--- src/rtl/bp_be_pkg.sv ---
// Shared back-end definitions for the scoreboard clear path: the clear entry
// layout and the macro that gives its width for a given register address width.
`define BP_BE_CLEAR_ENTRY_WIDTH(addr_w) (addr_w)

package bp_be_pkg;

  localparam int reg_addr_width_gp = 5;

  typedef struct packed {
    logic [reg_addr_width_gp-1:0] rd;
  } bp_be_clear_entry_s;

endpackage

--- src/rtl/bp_be_clear_seq_fifo.sv ---
// Two-write / one-read circular buffer of pending clear rd values with occupancy count.
// Under BP_BE_CLEAR_SEQ_COALESCE_EN it also exposes every slot and its valid bit.
module bp_be_clear_seq_fifo
  import bp_be_pkg::*;
#(
  parameter int els_p    = 4,
  parameter int addr_w_p = 5,
  localparam int width_lp = `BP_BE_CLEAR_ENTRY_WIDTH(addr_w_p),
  localparam int ptr_w_lp = $clog2(els_p),
  localparam int cnt_w_lp = $clog2(els_p + 1)
) (
  input  logic                clk_i,
  input  logic                reset_i,
  input  logic                w0_v_i,
  input  logic [width_lp-1:0] w0_data_i,
  input  logic                w1_v_i,
  input  logic [width_lp-1:0] w1_data_i,
  input  logic                yumi_i,
  output logic                v_o,
  output logic [width_lp-1:0] data_o,
`ifdef BP_BE_CLEAR_SEQ_COALESCE_EN
  output logic [els_p-1:0][width_lp-1:0] entries_o,
  output logic [els_p-1:0]               entry_v_o,
`endif
  output logic [cnt_w_lp-1:0] count_o
);

  logic [width_lp-1:0] mem_q [els_p];
  logic [ptr_w_lp-1:0] wptr_q, wptr_d, rptr_q, rptr_d, w1_addr;
  logic [cnt_w_lp-1:0] count_q, count_d;

  always_comb begin
    wptr_d  = wptr_q + ptr_w_lp'(w0_v_i) + ptr_w_lp'(w1_v_i);
    rptr_d  = rptr_q + ptr_w_lp'(yumi_i);
    count_d = count_q + cnt_w_lp'(w0_v_i) + cnt_w_lp'(w1_v_i) - cnt_w_lp'(yumi_i);
    // The second port lands behind the first when both write in one cycle.
    w1_addr = w0_v_i ? wptr_q + ptr_w_lp'(1) : wptr_q;
  end

  always_ff @(posedge clk_i or posedge reset_i) begin
    if (reset_i) begin
      wptr_q  <= '0;
      rptr_q  <= '0;
      count_q <= '0;
    end else begin
      wptr_q  <= wptr_d;
      rptr_q  <= rptr_d;
      count_q <= count_d;
    end
  end

  always_ff @(posedge clk_i) begin
    if (w0_v_i) mem_q[wptr_q]  <= w0_data_i;
    if (w1_v_i) mem_q[w1_addr] <= w1_data_i;
  end

  assign v_o     = (count_q != '0);
  assign data_o  = mem_q[rptr_q];
  assign count_o = count_q;

`ifdef BP_BE_CLEAR_SEQ_COALESCE_EN
  always_comb begin
    for (int i = 0; i < els_p; i++) begin
      entries_o[i] = mem_q[i];
      entry_v_o[i] = cnt_w_lp'(ptr_w_lp'(i) - rptr_q) < count_q;
    end
  end
`endif

endmodule

--- src/rtl/bp_be_clear_sequencer.sv ---
// Buffers long-latency writeback completions (mem fill, long op) and emits one
// scoreboard clear per cycle in acceptance order. Optional: BP_BE_CLEAR_SEQ_COALESCE_EN.
module bp_be_clear_sequencer
  import bp_be_pkg::*;
#(
  parameter int fifo_els_p       = 4,
  parameter int reg_addr_width_p = 5,
  localparam int cnt_w_lp = $clog2(fifo_els_p + 1)
) (
  input  logic                        clk_i,
  input  logic                        reset_i,
  input  logic                        mem_v_i,
  input  logic [reg_addr_width_p-1:0] mem_rd_i,
  output logic                        mem_ready_and_o,
  input  logic                        long_v_i,
  input  logic [reg_addr_width_p-1:0] long_rd_i,
  output logic                        long_ready_and_o,
  output logic                        clear_v_o,
  output logic [reg_addr_width_p-1:0] clear_rd_o,
  input  logic                        clear_ready_and_i,
  output logic [cnt_w_lp-1:0]         pending_o,
  output logic                        empty_o
);

  logic [cnt_w_lp-1:0]         count;
  logic [cnt_w_lp:0]           free;
  logic                        mem_acc, long_acc, mem_enq, long_enq;
  logic                        fifo_v, yumi;
  logic [reg_addr_width_p-1:0] fifo_rd;

`ifdef BP_BE_CLEAR_SEQ_COALESCE_EN
  logic [fifo_els_p-1:0][reg_addr_width_p-1:0] entries;
  logic [fifo_els_p-1:0]                       entry_v;
  logic                                        mem_hit, long_hit;
`endif

  // Space is judged on registered count only; a same-cycle pop never credits a slot.
  always_comb begin
    free             = (cnt_w_lp+1)'(fifo_els_p) - {1'b0, count};
    mem_ready_and_o  = ~reset_i & (free >= (cnt_w_lp+1)'(1));
    mem_acc          = mem_v_i & mem_ready_and_o;
    long_ready_and_o = ~reset_i & (free >= ((cnt_w_lp+1)'(1) + (cnt_w_lp+1)'(mem_acc)));
    long_acc         = long_v_i & long_ready_and_o;
`ifdef BP_BE_CLEAR_SEQ_COALESCE_EN
    mem_hit  = 1'b0;
    long_hit = 1'b0;
    for (int i = 0; i < fifo_els_p; i++) begin
      mem_hit  = mem_hit  | (entry_v[i] & (entries[i] == mem_rd_i));
      long_hit = long_hit | (entry_v[i] & (entries[i] == long_rd_i));
    end
    mem_enq  = mem_acc & (mem_rd_i != '0) & ~mem_hit;
    long_enq = long_acc & (long_rd_i != '0) & ~long_hit
             & ~(mem_enq & (mem_rd_i == long_rd_i));
`else
    mem_enq  = mem_acc & (mem_rd_i != '0);
    long_enq = long_acc & (long_rd_i != '0);
`endif
  end

  bp_be_clear_seq_fifo #(
    .els_p    (fifo_els_p),
    .addr_w_p (reg_addr_width_p)
  ) fifo (
    .clk_i     (clk_i),
    .reset_i   (reset_i),
    .w0_v_i    (mem_enq),
    .w0_data_i (mem_rd_i),
    .w1_v_i    (long_enq),
    .w1_data_i (long_rd_i),
    .yumi_i    (yumi),
    .v_o       (fifo_v),
    .data_o    (fifo_rd),
`ifdef BP_BE_CLEAR_SEQ_COALESCE_EN
    .entries_o (entries),
    .entry_v_o (entry_v),
`endif
    .count_o   (count)
  );

  assign clear_v_o  = fifo_v;
  assign clear_rd_o = fifo_v ? fifo_rd : '0;
  assign yumi       = fifo_v & clear_ready_and_i;
  assign pending_o  = count;
  assign empty_o    = ~fifo_v;

endmodule

--- config.mk ---
export PLATFORM = sky130hd
export DESIGN_NAME = bp_be_clear_sequencer
export DESIGN_NICKNAME = d
export VERILOG_FILES = /design/src/rtl/bp_be_pkg.sv /design/src/rtl/bp_be_clear_seq_fifo.sv /design/src/rtl/bp_be_clear_sequencer.sv
export SDC_FILE = /design/constraint.sdc
export NUM_CORES = 1
export LEC_CHECK = 0
export ABC_CLOCK_PERIOD_IN_PS = 8800
export BUFFER_PORTS_ARGS = -buffer_cell sky130_fd_sc_hd__clkbuf_2
export CORE_UTILIZATION = 30
export CTS_BUF_LIST = sky130_fd_sc_hd__clkbuf_16
export DETAILED_ROUTE_END_ITERATION = 16
export SLEW_MARGIN = 25
export SYNTH_ARGS = -nofsm -noshare
export SYNTH_HDL_FRONTEND = slang
export SYNTH_SLANG_ARGS = --single-unit
--- constraint.sdc ---
create_clock -name clk_i -period 8.8 [get_ports clk_i]
set_input_delay 0.88 -clock clk_i [delete_from_list [all_inputs] [get_ports clk_i]]
set_output_delay 0.88 -clock clk_i [all_outputs]
set_load 0.01 [all_outputs]
---- Yosys cells after proc, flatten, opt, wreduce, memory -nomap -nowiden ----
Memories as Yosys holds them, arrays and structs flattened.
Index checks and enable logic that the tools add are counted.
word-level totals
  memories kept ........................... 1
  input bits .............................. 15
  bits in writable memories ............... 20
  flip-flop bits (word level) ............. 7
  logic and storage cells ................. 33
  output and inout port bits .............. 12
operators by class
  bitwise operators ....................... 9
  add/subtract/negate cells ............... 9
  reduce and logical (&&, ||, !) cells .... 3
  $lt $le $gt $ge ......................... 2
  mux-type cells .......................... 6
memory list
  memory      words  width  read ports  clocked after Yosys merged registers in  wr ports  RTL line                    text
  fifo.mem_q  4      5      1           0                                        2         bp_be_clear_seq_fifo.sv:28  logic [width_lp-1:0] mem_q [els_p];
operators with widths
  cell                                                               number
  nonzero test 5 bit                                                 2
  bitwise AND 1 bit                                                  7
  adder 2 x 1 -> 2 bit                                               3
  adder 3 x 1 -> 3 bit                                               2
  2-to-1 mux 5 bit                                                   1
  greater-or-equal comparator 4 x 1 -> 1 bit, second input constant  1
  greater-or-equal comparator 4 x 2 -> 1 bit                         1
  2-to-1 mux 1 bit                                                   4
  subtractor 3 x 3 -> 4 bit, first input constant                    1
  nonzero test 3 bit                                                 1
  subtractor 3 x 1 -> 3 bit                                          1
  adder 1 x 1 -> 2 bit, first input constant                         1
  adder 2 x 1 -> 2 bit, second input constant                        1
  2-to-1 mux 2 bit                                                   1
  NOT 1 bit                                                          2

---- Depth between registers and ports, before layout ----
Gate-level depths: netlist of run 1.
  depth after elaboration ................. 11
  gate-level depth with buffers ........... 18
  mapped depth without buffers ............ 16

---- Hierarchy ----
From an unflattened synthesis of run 1, not the netlist that was laid out.
unflattened totals
  cell total of the unflattened synthesis .. 122
  area total of the unflattened synthesis .. 1702.9 sq um
modules (own cells, without submodules)
  module                 area an instance (sq um)  seq. area each (sq um)  cells each  instances
  bp_be_clear_seq_fifo   1492.7                    775.7                   93          1
  bp_be_clear_sequencer  210.2                     0.0                     29          1

---- Worst setup path before layout of run 1 ----
Ideal clock, no wire load.
  kind .................................... register to register
  start ................................... reg fifo.count_q[0], in the netlist fifo.count_o[0]
  end ..................................... reg fifo.count_q[2], in the netlist fifo.count_o[2]
  buffers on the path ..................... 2
  arrival time ............................ 3.905 ns
  setup slack ............................. 4.773 ns
  stages on the path, launching flop included .. 19
  required time ........................... 8.678 ns
  setup time .............................. 0.122 ns
  period minus slack after synthesis ...... 4.027 ns
  path through ............................ dfrtp_1 > inv_1 > ha_1 > ha_1 > and3b_1 > a21bo_2 > clkbuf_1 > nand2_1 > ha_1 > nand2b_1 > a21oi_1 > a211oi_1 > buf_2 > inv_1 > ha_1 > inv_1 > fa_1 > fa_1 > xor2_1
between the ends
  cells in the longest elaborated chain, start to end .. 11
  elaborated cells between the ends (all ways) .. 15
  classes of those cells .................. 5 x add/sub; 2 x order compare; 7 x bitwise; 1 x reduce/logical
ends and longest elaborated chain
  item                                        RTL line                     text
  from (decl)                                 bp_be_clear_seq_fifo.sv:30   logic [cnt_w_lp-1:0] count_q, count_d;
  from (signal assigned)                      bp_be_clear_seq_fifo.sv:48   count_q <= count_d;
  subtractor 3 x 3 -> 4 bit                   bp_be_clear_sequencer.sv:39  free = (cnt_w_lp+1)'(fifo_els_p) - {1'b0, count};
  greater-or-equal comparator 4 x 1 -> 1 bit  bp_be_clear_sequencer.sv:40  mem_ready_and_o = ~reset_i & (free >= (cnt_w_lp+1)'(1));
  bitwise AND 1 bit                           bp_be_clear_sequencer.sv:40
  bitwise AND 1 bit                           bp_be_clear_sequencer.sv:41  mem_acc = mem_v_i & mem_ready_and_o;
  adder 1 x 1 -> 2 bit                        bp_be_clear_sequencer.sv:42  long_ready_and_o = ~reset_i & (free >= ((cnt_w_lp+1)'(1) + (cnt_w_lp+1)'(mem_acc)));
  greater-or-equal comparator 4 x 2 -> 1 bit  bp_be_clear_sequencer.sv:42
  bitwise AND 1 bit                           bp_be_clear_sequencer.sv:42
  bitwise AND 1 bit                           bp_be_clear_sequencer.sv:43  long_acc = long_v_i & long_ready_and_o;
  bitwise AND 1 bit                           bp_be_clear_sequencer.sv:56  long_enq = long_acc & (long_rd_i != '0);
  adder 3 x 1 -> 3 bit                        bp_be_clear_seq_fifo.sv:35   count_d = count_q + cnt_w_lp'(w0_v_i) + cnt_w_lp'(w1_v_i) - cnt_w_lp'(yumi_i);
  subtractor 3 x 1 -> 3 bit *                 bp_be_clear_seq_fifo.sv:35
  via fifo.count_d[2]                         bp_be_clear_seq_fifo.sv:30
Mark *: on every way through the listed nets, which the timed path passes. The rest lies on a longest branch.

---- Worst setup path in the final report of run 1 ----
Same ends and word-level chain as after synthesis.

==> metrics.txt, run 1 <==
Worst setup EP type=flop; Worst-path clk slew=0.07 ns; maximum vdd drop=95.1 µV; RSZ-0062 raised after global routing=false; largest delay contributor family on the critical path=adder cells; antenna violations before repair=0; # hold bufs at CTS=0; RD Place Congestion=0.826; WL/cell=15.1 µm; post-synthesis register bit count=27; Detailed Route Iter0 Violations=74; layout cell share with drive strength beyond 1=0.393; syn_area_per_cell=12.6 µm²; MaxCap Viol Count=0; setup tns final=0 ns; Post-DRT Antenna Nets=0; Layout Nets=194; Yosys Warn Count=0; largest net degree at the start of global routing=17; slew at the pin closest to its max-slew limit=0.948 ns; status=complete, no violations; Initial Util=0.315; Buf+Inv Stages, Crit Path=4; Final Hold Violating Endpoints=0; cells resized by post-CTS repair=0; first-pass GRT wire length=5880 µm; antenna diode count=0; CP peak stage delay=0.44 ns; fmax=256 MHz; Detailed Place HPWL=2600 µm; Vias=1159; Die H=78.5 µm; r2r startpoint=fifo.count_o[0]$_DFF_PP0_; clock skew=0.00429 ns; Mapped Nets=169; peak fanout along the critical path=11; Final Power=0.619 mW; pre-CTS setup slack=4.84 ns; most frequent CP cell=ha_1; Remaining DRCs=0; Lkg Pwr=0.810 nW; CTS Root Cell=clkbuf_16; GRT overflow=0; Critical Path AT=4.07 ns; clk_lat worst skew=0.27 ns; dpl cell area=1950 µm²; Detailed Route WL=3550 µm; Syn Std Cell Area=1750 µm²; critical path type=reg2reg; post-synthesis cell count=139; Die X-Extent=78.5 µm; Worst R2R Setup Slack=4.89 ns; Period Utilization, post-route=0.445; PD cells=304 nW/µm²; crit path time final=3.91 ns; CP Data Required Time=8.96 ns; CTS buffer count=3; CP max stage cell=dfrtp_1; io pins=27; FILL cells=551; sequential area share after synthesis=0.442; Port Buffer Count=26; WHS=0.589 ns; critical-path cell list=inv_1 -> ha_1 -> ha_1 -> and3b_1 -> a21bo_2 -> nand2_1 -> ha_1 -> nand2b_1 -> a21oi_1 -> a211oi_1 -> buf_4 -> inv_1 -> ha_1 -> inv_1 -> fa_1 -> fa_1 -> xor2_1; Post-CTS Setup Inserts=0; Slew headroom=0.366; gr usage total=0.130; # rows=27; # setup viols final=0; H-tree Lvls=1; busiest grt layer=met2; final setup margin=4.89 ns; met1 Resource Use GR=0.163; worst min path class=in2async; met2 Use GR=0.210; CTS Sinks=27; Finished Cell Area=2040 µm²; clock buffer depth=2; Yosys cell types=35; met3 usage=0.0198; CTS tree=built; CP Launch Point=fifo.count_o[0]$_DFF_PP0_; P&R area growth vs syn=16.0%; CORE AREA=5570 µm²; Critical Path Start Type=flop; via density per instance=4.93; vias in the first global route=1154; max-slew violation total from the final report=0; Die Footprint=6160 µm²; 1st-pass router iterations=4
## flip-flops by register name, indices dropped and copies added, names as in the netlist
signal and count:
fifo.rptr_q 2, fifo.count_o 3, fifo.wptr_q 2, fifo.mem_q 20
## power by group
group / total, mW / internal (mW) / leakage, nW / switching (mW)
registers: 0.224 / 0.181 / 0.265 / 0.0431
clock network: 0.107 / 0.0619 / 0.0371 / 0.0455
logic: 0.287 / 0.138 / 0.508 / 0.149
## path summary, 6_finish.rpt
check,end,cells after the start
worst min-delay path,fifo.rptr_q[1]$_DFF_PP0_,2
worst min register to register,fifo.rptr_q[1]$_DFF_PP0_,1
max in group asynchronous,fifo.count_o[1]$_DFF_PP0_,2
worst max register to register,fifo.count_o[2]$_DFF_PP0_,17
worst max-delay path,fifo.count_o[2]$_DFF_PP0_,17
min in group clk_i,fifo.rptr_q[1]$_DFF_PP0_,1
## metrics by stage
step,util,std cells
finish,0.365,235
global route,0.365,235
CTS,0.365,235
detailed placement,0.350,231
global placement,0.350,231
floorplan,-,139
## Yosys cell counts, drive strengths merged
master  number  area, µm²
mux4         5        113
or4          2       15.0
nor2         3       11.3
dfrtp        7        175
a31oi        4       25.0
nor3b        1       7.51
and3b        1       8.76
o21ai        5       36.3
ha          12        150
or2          1       6.26
mux2        20        225
edfxtp      20        601
a311oi       1       15.0
xor2         3       26.3
nand3        1       5.00
inv         11       41.3
o211ai       1       7.51
o32ai        1       8.76
and2         5       31.3
a211oi       1       7.51
a21bo        1       10.0
nor2b        3       18.8
clkbuf       5       20.0
nand2        5       18.8
and4         3       30.0
fa           3       60.1
a21oi        5       25.0
a21boi       2       15.0
buf          2       8.75
nand2b       2       12.5
o22ai        3       18.8
## area by class of cell
class / count / area, µm² / area share
tap: 72 / 90.1 / 0.0443
sequential: 27 / 776 / 0.381
multi-input combinational: 94 / 908 / 0.446
clock inverter: 1 / 7.51 / 0.00369
clock buffer: 3 / 75.1 / 0.0369
inverter: 11 / 41.3 / 0.0203
timing repair buffer: 27 / 138 / 0.0676
## logic make-up after synthesis
group	count (synthesis)	synth area share
AND/OR/NAND/NOR	27	0.0942
multiplexers	25	0.193
buffers and inverters	18	0.0399
adder cells (fa/ha/maj)	15	0.120
XOR/XNOR	3	0.0150
flip-flops	27	0.442
AO/OA/AOI/OAI	24	0.0963
## layer usage
layer,part of all wire,vias up
met1,0.45,555
met5,0,-
met4,0.027,0
met3,0.025,7
met2,0.50,23
li1,-,574
## cell usage in the layout, fill, tap and decap left out, types with 4 or more instances in the layout
| cell type | Yosys | final |
|---|---|---|
| and2_1 | 5 | 5 |
| a21oi_1 | 5 | 5 |
| dfrtp_1 | 7 | 7 |
| inv_1 | 11 | 11 |
| clkbuf_2 | 1 | 26 |
| mux4_2 | 5 | 5 |
| nand2_1 | 5 | 5 |
| a31oi_1 | 4 | 4 |
| mux2_2 | 20 | 20 |
| edfxtp_1 | 20 | 20 |
| ha_1 | 12 | 12 |
No activity file was read; power rests on OpenSTA's default activity.
==> run 2, diff against run 1 <==
- ABC_CLOCK_PERIOD_IN_PS: 8800 -> 3900
- clock period: 8.8 -> 3.9 ns (I/O delays scaled with it)
==> run 2 against run 1 <==
Net effect: sequential share of layout area down 0.78 points; clock skew down 0.0033 ns; via count about the same; non-clock buffer count up 5; critical path depth down 1; cell count up 2.1%; cell area up 2.1%; total power up 130%; clock-buffer cell count unchanged; clock power up 120%; first-iteration DRC count down 38%; critical path type unchanged; highest routed layer unchanged.
==> metrics.txt, run 2 (same netlist as run 1, synthesis figures left out) <==
status=complete, no violations (unchanged); pre-CTS setup slack=0.259 ns (was 4.84 ns); RD Place Congestion=0.792 (was 0.826); Die H=78.5 µm (unchanged); max reg flops=20 (unchanged); r2r startpoint=fifo.count_o[0]$_DFF_PP0_ (unchanged); peak fanout along the critical path=9 (was 11); sequential share of power=0.355 (was 0.362); P&R area growth vs syn=18.5% (was 16.0%); Die X-Extent=78.5 µm (unchanged); Critical Path AT=3.80 ns (was 4.07 ns); WHS=0.0912 ns (was 0.589 ns); first-pass GRT wire length=5960 µm (was 5880 µm); sw frac=0.383 (was 0.384); H-tree Lvls=1 (unchanged); RSZ-0062 raised after global routing=false (unchanged); CTS tree=built (unchanged); critical path type=reg2reg (unchanged); Clock power frac=0.167 (was 0.174); Lkg Pwr=0.837 nW (was 0.810 nW); Post-DRT Antenna Nets=0 (unchanged); commonest non-fill, non-tap cell in the layout=clkbuf_2 (unchanged); clk_lat worst skew=0.26 ns (was 0.27 ns); final cell utilization of the core=0.373 (was 0.365); gr usage total=0.130 (about the same); Detailed Place HPWL=2720 µm (was 2600 µm); placed insts=236 (was 231); Final Power=1.42 mW (was 0.619 mW); Post-CTS Setup Inserts=0 (unchanged); CP Launch Point=fifo.count_o[0]$_DFF_PP0_ (unchanged); Worst-path clk slew=0.07 ns (about the same); dpl cell area=2000 µm² (was 1950 µm²); FF-to-FF End=fifo.count_o[2]$_DFF_PP0_ (unchanged); Worst R2R Setup Slack=0.25 ns (was 4.89 ns); Critical Path Start Type=flop (unchanged); Worst setup EP type=flop (unchanged); CTS Sinks=27 (unchanged); maximum vdd drop=197 µV (was 95.1 µV); Vias=1160 (was 1159); Int Pwr=0.879 mW (was 0.381 mW); Detailed Route WL=3650 µm (was 3550 µm); via density per instance=4.83 (was 4.93); CTS buffer count=3 (unchanged); largest net degree at the start of global routing=17 (unchanged); PD cells=685 nW/µm² (was 304 nW/µm²); setup tns final=0 ns (unchanged); layout cell share with drive strength beyond 1=0.417 (was 0.393); slew at the pin closest to its max-slew limit=0.602 ns (was 0.948 ns); io pins=27 (unchanged); Slew headroom=0.596 (was 0.366); CP Data Required Time=4.05 ns (was 8.96 ns); Worst Setup EP=fifo.count_o[2]$_DFF_PP0_ (unchanged); CTS Root Cell=clkbuf_16 (unchanged); Period Utilization, post-route=0.935 (was 0.445); fmax=274 MHz (was 256 MHz); antenna diode count=0 (unchanged); Register-to-Register Path Depth=16 (was 17); Logic pwr share=0.478 (was 0.465); Finished Cell Area=2080 µm² (was 2040 µm²); clock buffer depth=2 (unchanged); antenna violations before repair=0 (unchanged); Final Hold Violating Endpoints=0 (unchanged); Largest Register=fifo.mem_q (unchanged); WL/cell=15.2 µm (was 15.1 µm); # rows=27 (unchanged); max-slew violation total from the final report=0 (unchanged); GRT overflow=0 (unchanged); crit path time final=3.65 ns (was 3.91 ns); clock skew=0.000960 ns (was 0.00429 ns); Die Footprint=6160 µm² (unchanged); Layout Nets=199 (was 194); # setup viols final=0 (unchanged); cells resized by post-CTS repair=0 (unchanged); Initial Util=0.315 (unchanged); worst min path class=in2async (unchanged); net switching power=0.544 mW (was 0.238 mW); Remaining DRCs=0 (unchanged); # hold bufs at CTS=0 (unchanged); final setup margin=0.253 ns (was 4.89 ns); most frequent cells in the layout=26 x clkbuf_2, 20 x mux2_2, 20 x edfxtp_1 (unchanged); 1st-pass router iterations=4 (unchanged); MaxCap Viol Count=0 (unchanged); vias in the first global route=1189 (was 1154); Finished Layout Cells=240 (was 235); CORE AREA=5570 µm² (unchanged); Detailed Route Iter0 Violations=46 (was 74); Port Buffer Count=26 (unchanged)
[run 2: cell types whose count changed in the layout (fill, tap and decap cells not counted), sizes merged]
| cell | delta |
|---|---|
| buf | +5 |
[run 2: how the worst min path moves through the flow]
stage,startpoint,to,depth (start not counted)
global placement,reset_i,fifo.wptr_q[0]$_DFF_PP0_,2
global route,reset_i,fifo.count_o[2]$_DFF_PP0_,2
CTS,reset_i,fifo.wptr_q[0]$_DFF_PP0_,2
detailed placement,reset_i,fifo.wptr_q[0]$_DFF_PP0_,2
floorplan,reset_i,fifo.count_o[0]$_DFF_PP0_,1
finish,reset_i,fifo.wptr_q[0]$_DFF_PP0_,2
[run 2: cell type report]
class / instances / area (µm²)
Fill cell: 564 / 3500
Timing Repair Buffer: 32 / 175
Clock inverter: 1 / 7.51
Inverter: 11 / 41.3
Multi-Input combinational cell: 94 / 913
Tap cell: 72 / 90.1
Clock buffer: 3 / 75.1
Sequential cell: 27 / 776
[run 2: power groups by stage]
stage	combinational, mW	sequential (mW)	clock [mW]
after floorplan	0.514	0.464	0
after global placement	0.680	0.514	0
after detailed placement	0.687	0.514	0
after CTS	0.688	0.509	0.242
after global routing	0.775	0.522	0.260
final	0.681	0.505	0.237
[run 2: metal layers]
layer / global-route usage / up-vias / wire (µm)
li1: - / 575 / -
met1: 0.164 / 572 / 1660
met2: 0.226 / 11 / 1880
met3: 0.0128 / 2 / 64
met4: 0.0500 / 0 / 39
met5: 0 / - / 0
[run 2: critical path, cell delays in order (launching register included)]
cell and delay (ns):
dfrtp_1 0.43, inv_1 0.09, ha_1 0.21, ha_1 0.28
and3b_1 0.17, a21bo_2 0.27, nand2_1 0.10, ha_1 0.27
nand2b_1 0.09, a21oi_1 0.08, a211oi_2 0.24, inv_1 0.07
ha_1 0.27, inv_1 0.04, fa_1 0.37, fa_1 0.38
xor2_1 0.16
==> run 3, diff against run 2 <==
- CORE_UTILIZATION: 30 -> 45
- PLACE_DENSITY: default -> 0.78
==> run 3 against run 2 <==
Net effect: sequential power is 1% higher; non-clock buffer count is 4 lower; cell area is 2.5% lower; register-to-register slack hardly changed; critical path type unchanged.
==> metrics.txt, run 3 (same netlist as run 1, synthesis figures left out) <==
status=complete, no violations (unchanged); CP Data Required Time=4.05 ns (about the same); Period Utilization, post-route=0.935 (about the same); Die Footprint=4150 µm² (was 6160 µm²); antenna diode count=0 (unchanged); Post-CTS Setup Inserts=0 (unchanged); Layout Nets=195 (was 199); Die X-Extent=64.4 µm (was 78.5 µm); Remaining DRCs=0 (unchanged); RD Place Congestion=0.910 (was 0.792); max reg flops=20 (unchanged); Final Hold Violating Endpoints=0 (unchanged); Die H=64.4 µm (was 78.5 µm); FF-to-FF End=fifo.count_o[2]$_DFF_PP0_ (unchanged); Worst R2R Setup Slack=0.25 ns (about the same); io pins=27 (unchanged); critical-path cell list=inv_1 -> ha_1 -> ha_1 -> and3b_1 -> a21bo_4 -> nand2_1 -> ha_1 -> nand2b_1 -> a21oi_1 -> a211oi_2 -> inv_1 -> ha_1 -> inv_1 -> fa_1 -> fa_1 -> xor2_1 (was inv_1 -> ha_1 -> ha_1 -> and3b_1 -> a21bo_2 -> nand2_1 -> ha_1 -> nand2b_1 -> a21oi_1 -> a211oi_2 -> inv_1 -> ha_1 -> inv_1 -> fa_1 -> fa_1 -> xor2_1); most frequent cells in the layout=26 x clkbuf_2, 20 x mux2_2, 20 x edfxtp_1 (unchanged); Worst-path clk slew=0.06 ns (was 0.07 ns); peak fanout along the critical path=9 (unchanged); dpl cell area=1940 µm² (was 2000 µm²); CTS tree=built (unchanged); Detailed Place HPWL=2860 µm (was 2720 µm); r2r startpoint=fifo.count_o[0]$_DFF_PP0_ (unchanged); antenna violations before repair=0 (unchanged); crit path time final=3.65 ns (about the same); Port Buffer Count=26 (unchanged); Vias=1220 (was 1160); Slew headroom=0.557 (was 0.596); Critical Path Start Type=flop (unchanged); P&R area growth vs syn=15.5% (was 18.5%); clock skew=0.00474 ns (was 0.000960 ns); Worst setup EP type=flop (unchanged); PD cells=713 nW/µm² (was 685 nW/µm²); Register-to-Register Path Depth=16 (unchanged); setup tns final=0 ns (unchanged); fmax=274 MHz (about the same); WL/cell=18.0 µm (was 15.2 µm); # setup viols final=0 (unchanged); Initial Util=0.476 (was 0.315); Lkg Pwr=0.816 nW (was 0.837 nW); clock buffer depth=2 (unchanged); clk_lat worst skew=0.26 ns (about the same); maximum vdd drop=350 µV (was 197 µV); max-slew violation total from the final report=0 (unchanged); FILL cells=306 (was 564); critical path type=reg2reg (unchanged); CTS Root Cell=clkbuf_16 (unchanged); slew at the pin closest to its max-slew limit=0.665 ns (was 0.602 ns); MaxCap Viol Count=0 (unchanged); Post-DRT Antenna Nets=0 (unchanged); # rows=22 (was 27); GRT overflow=0 (unchanged); Critical Path AT=3.79 ns (was 3.80 ns); Detailed Route Iter0 Violations=92 (was 46); gr usage total=0.205 (was 0.130); Finished Cell Area=2030 µm² (was 2080 µm²); RSZ-0062 raised after global routing=false (unchanged); largest net degree at the start of global routing=17 (unchanged); commonest non-fill, non-tap cell in the layout=clkbuf_2 (unchanged); H-tree Lvls=1 (unchanged); CP peak stage delay=0.40 ns (was 0.43 ns); final setup margin=0.252 ns (was 0.253 ns); pre-CTS setup slack=0.128 ns (was 0.259 ns); CP max stage cell=dfrtp_2 (was dfrtp_1); CTS Sinks=27 (unchanged); first-pass GRT wire length=6270 µm (was 5960 µm); layout cell share with drive strength beyond 1=0.415 (was 0.417); CTS buffer count=3 (unchanged); Largest Register=fifo.mem_q (unchanged); most frequent CP cell=ha_1 (unchanged); worst min path class=in2async (unchanged); Detailed Route WL=3810 µm (was 3650 µm); via density per instance=5.75 (was 4.83); vias in the first global route=1232 (was 1189); CORE AREA=3690 µm² (was 5570 µm²); 1st-pass router iterations=4 (unchanged)
[run 3: layout make-up]
cell class,instances,area [µm²],share of cell area
Tap cell,48,60.1,0.0296
Multi-Input combinational cell,94,920,0.454
Sequential cell,27,777,0.384
Timing Repair Buffer,28,145,0.0716
Clock buffer,3,75.1,0.0371
Inverter,11,41.3,0.0204
Clock inverter,1,7.51,0.00371
[run 3: worst max-delay path by stage]
stage,startpoint,endpoint,slack [ns]
floorplan,fifo.count_o[0]$_DFF_PP0_,fifo.count_o[2]$_DFF_PP0_,0.07
detailed placement,fifo.count_o[0]$_DFF_PP0_,fifo.count_o[2]$_DFF_PP0_,0.13
CTS,fifo.count_o[0]$_DFF_PP0_,fifo.count_o[2]$_DFF_PP0_,0.14
finish,fifo.count_o[0]$_DFF_PP0_,fifo.count_o[2]$_DFF_PP0_,0.25
global route,fifo.count_o[0]$_DFF_PP0_,fifo.count_o[2]$_DFF_PP0_,0.05
global placement,fifo.count_o[0]$_DFF_PP0_,fifo.count_o[2]$_DFF_PP0_,0.33
[run 3: per-stage QoR]
| stage | utilization | cells | hold WS, ns | power, mW |
|---|---|---|---|---|
| floorplan | - | 139 | 0.193 | 0.977 |
| global placement | 0.525 | 208 | 0.374 | 1.15 |
| detailed placement | 0.525 | 208 | 0.391 | 1.20 |
| CTS | 0.547 | 212 | 0.112 | 1.44 |
| global route | 0.549 | 212 | 0.136 | 1.55 |
| finish | 0.549 | 212 | 0.108 | 1.44 |
[run 3: what timing repair did]
item                                    CTS  global route
gates resized for setup                   0             3
hold buffers                              0             0
endpoints found under the setup margin    0             1
endpoints found under the hold margin     0             0
[run 3: power by group]
part           internal [mW]  switching (mW)
sequential             0.409           0.102
clock                  0.139          0.0965
combinational          0.330           0.368
total                  0.878           0.566
[run 3: routing by layer]
layer,global-route usage,part of all wire
met1,0.246,0.41
met2,0.380,0.54
met3,0.0176,0.035
met4,0.0694,0.018
met5,0,0
[run 3: critical path: cells and delay by family, from the launching register on]
| family | cells | cell delay [ns] |
|---|---|---|
| buffers and inverters | 3 | 0.19 |
| AO/OA/AOI/OAI | 3 | 0.57 |
| flip-flops | 1 | 0.40 |
| XOR/XNOR | 1 | 0.17 |
| AND/OR/NAND/NOR | 3 | 0.36 |
| adder cells (fa/ha/maj) | 6 | 1.85 |
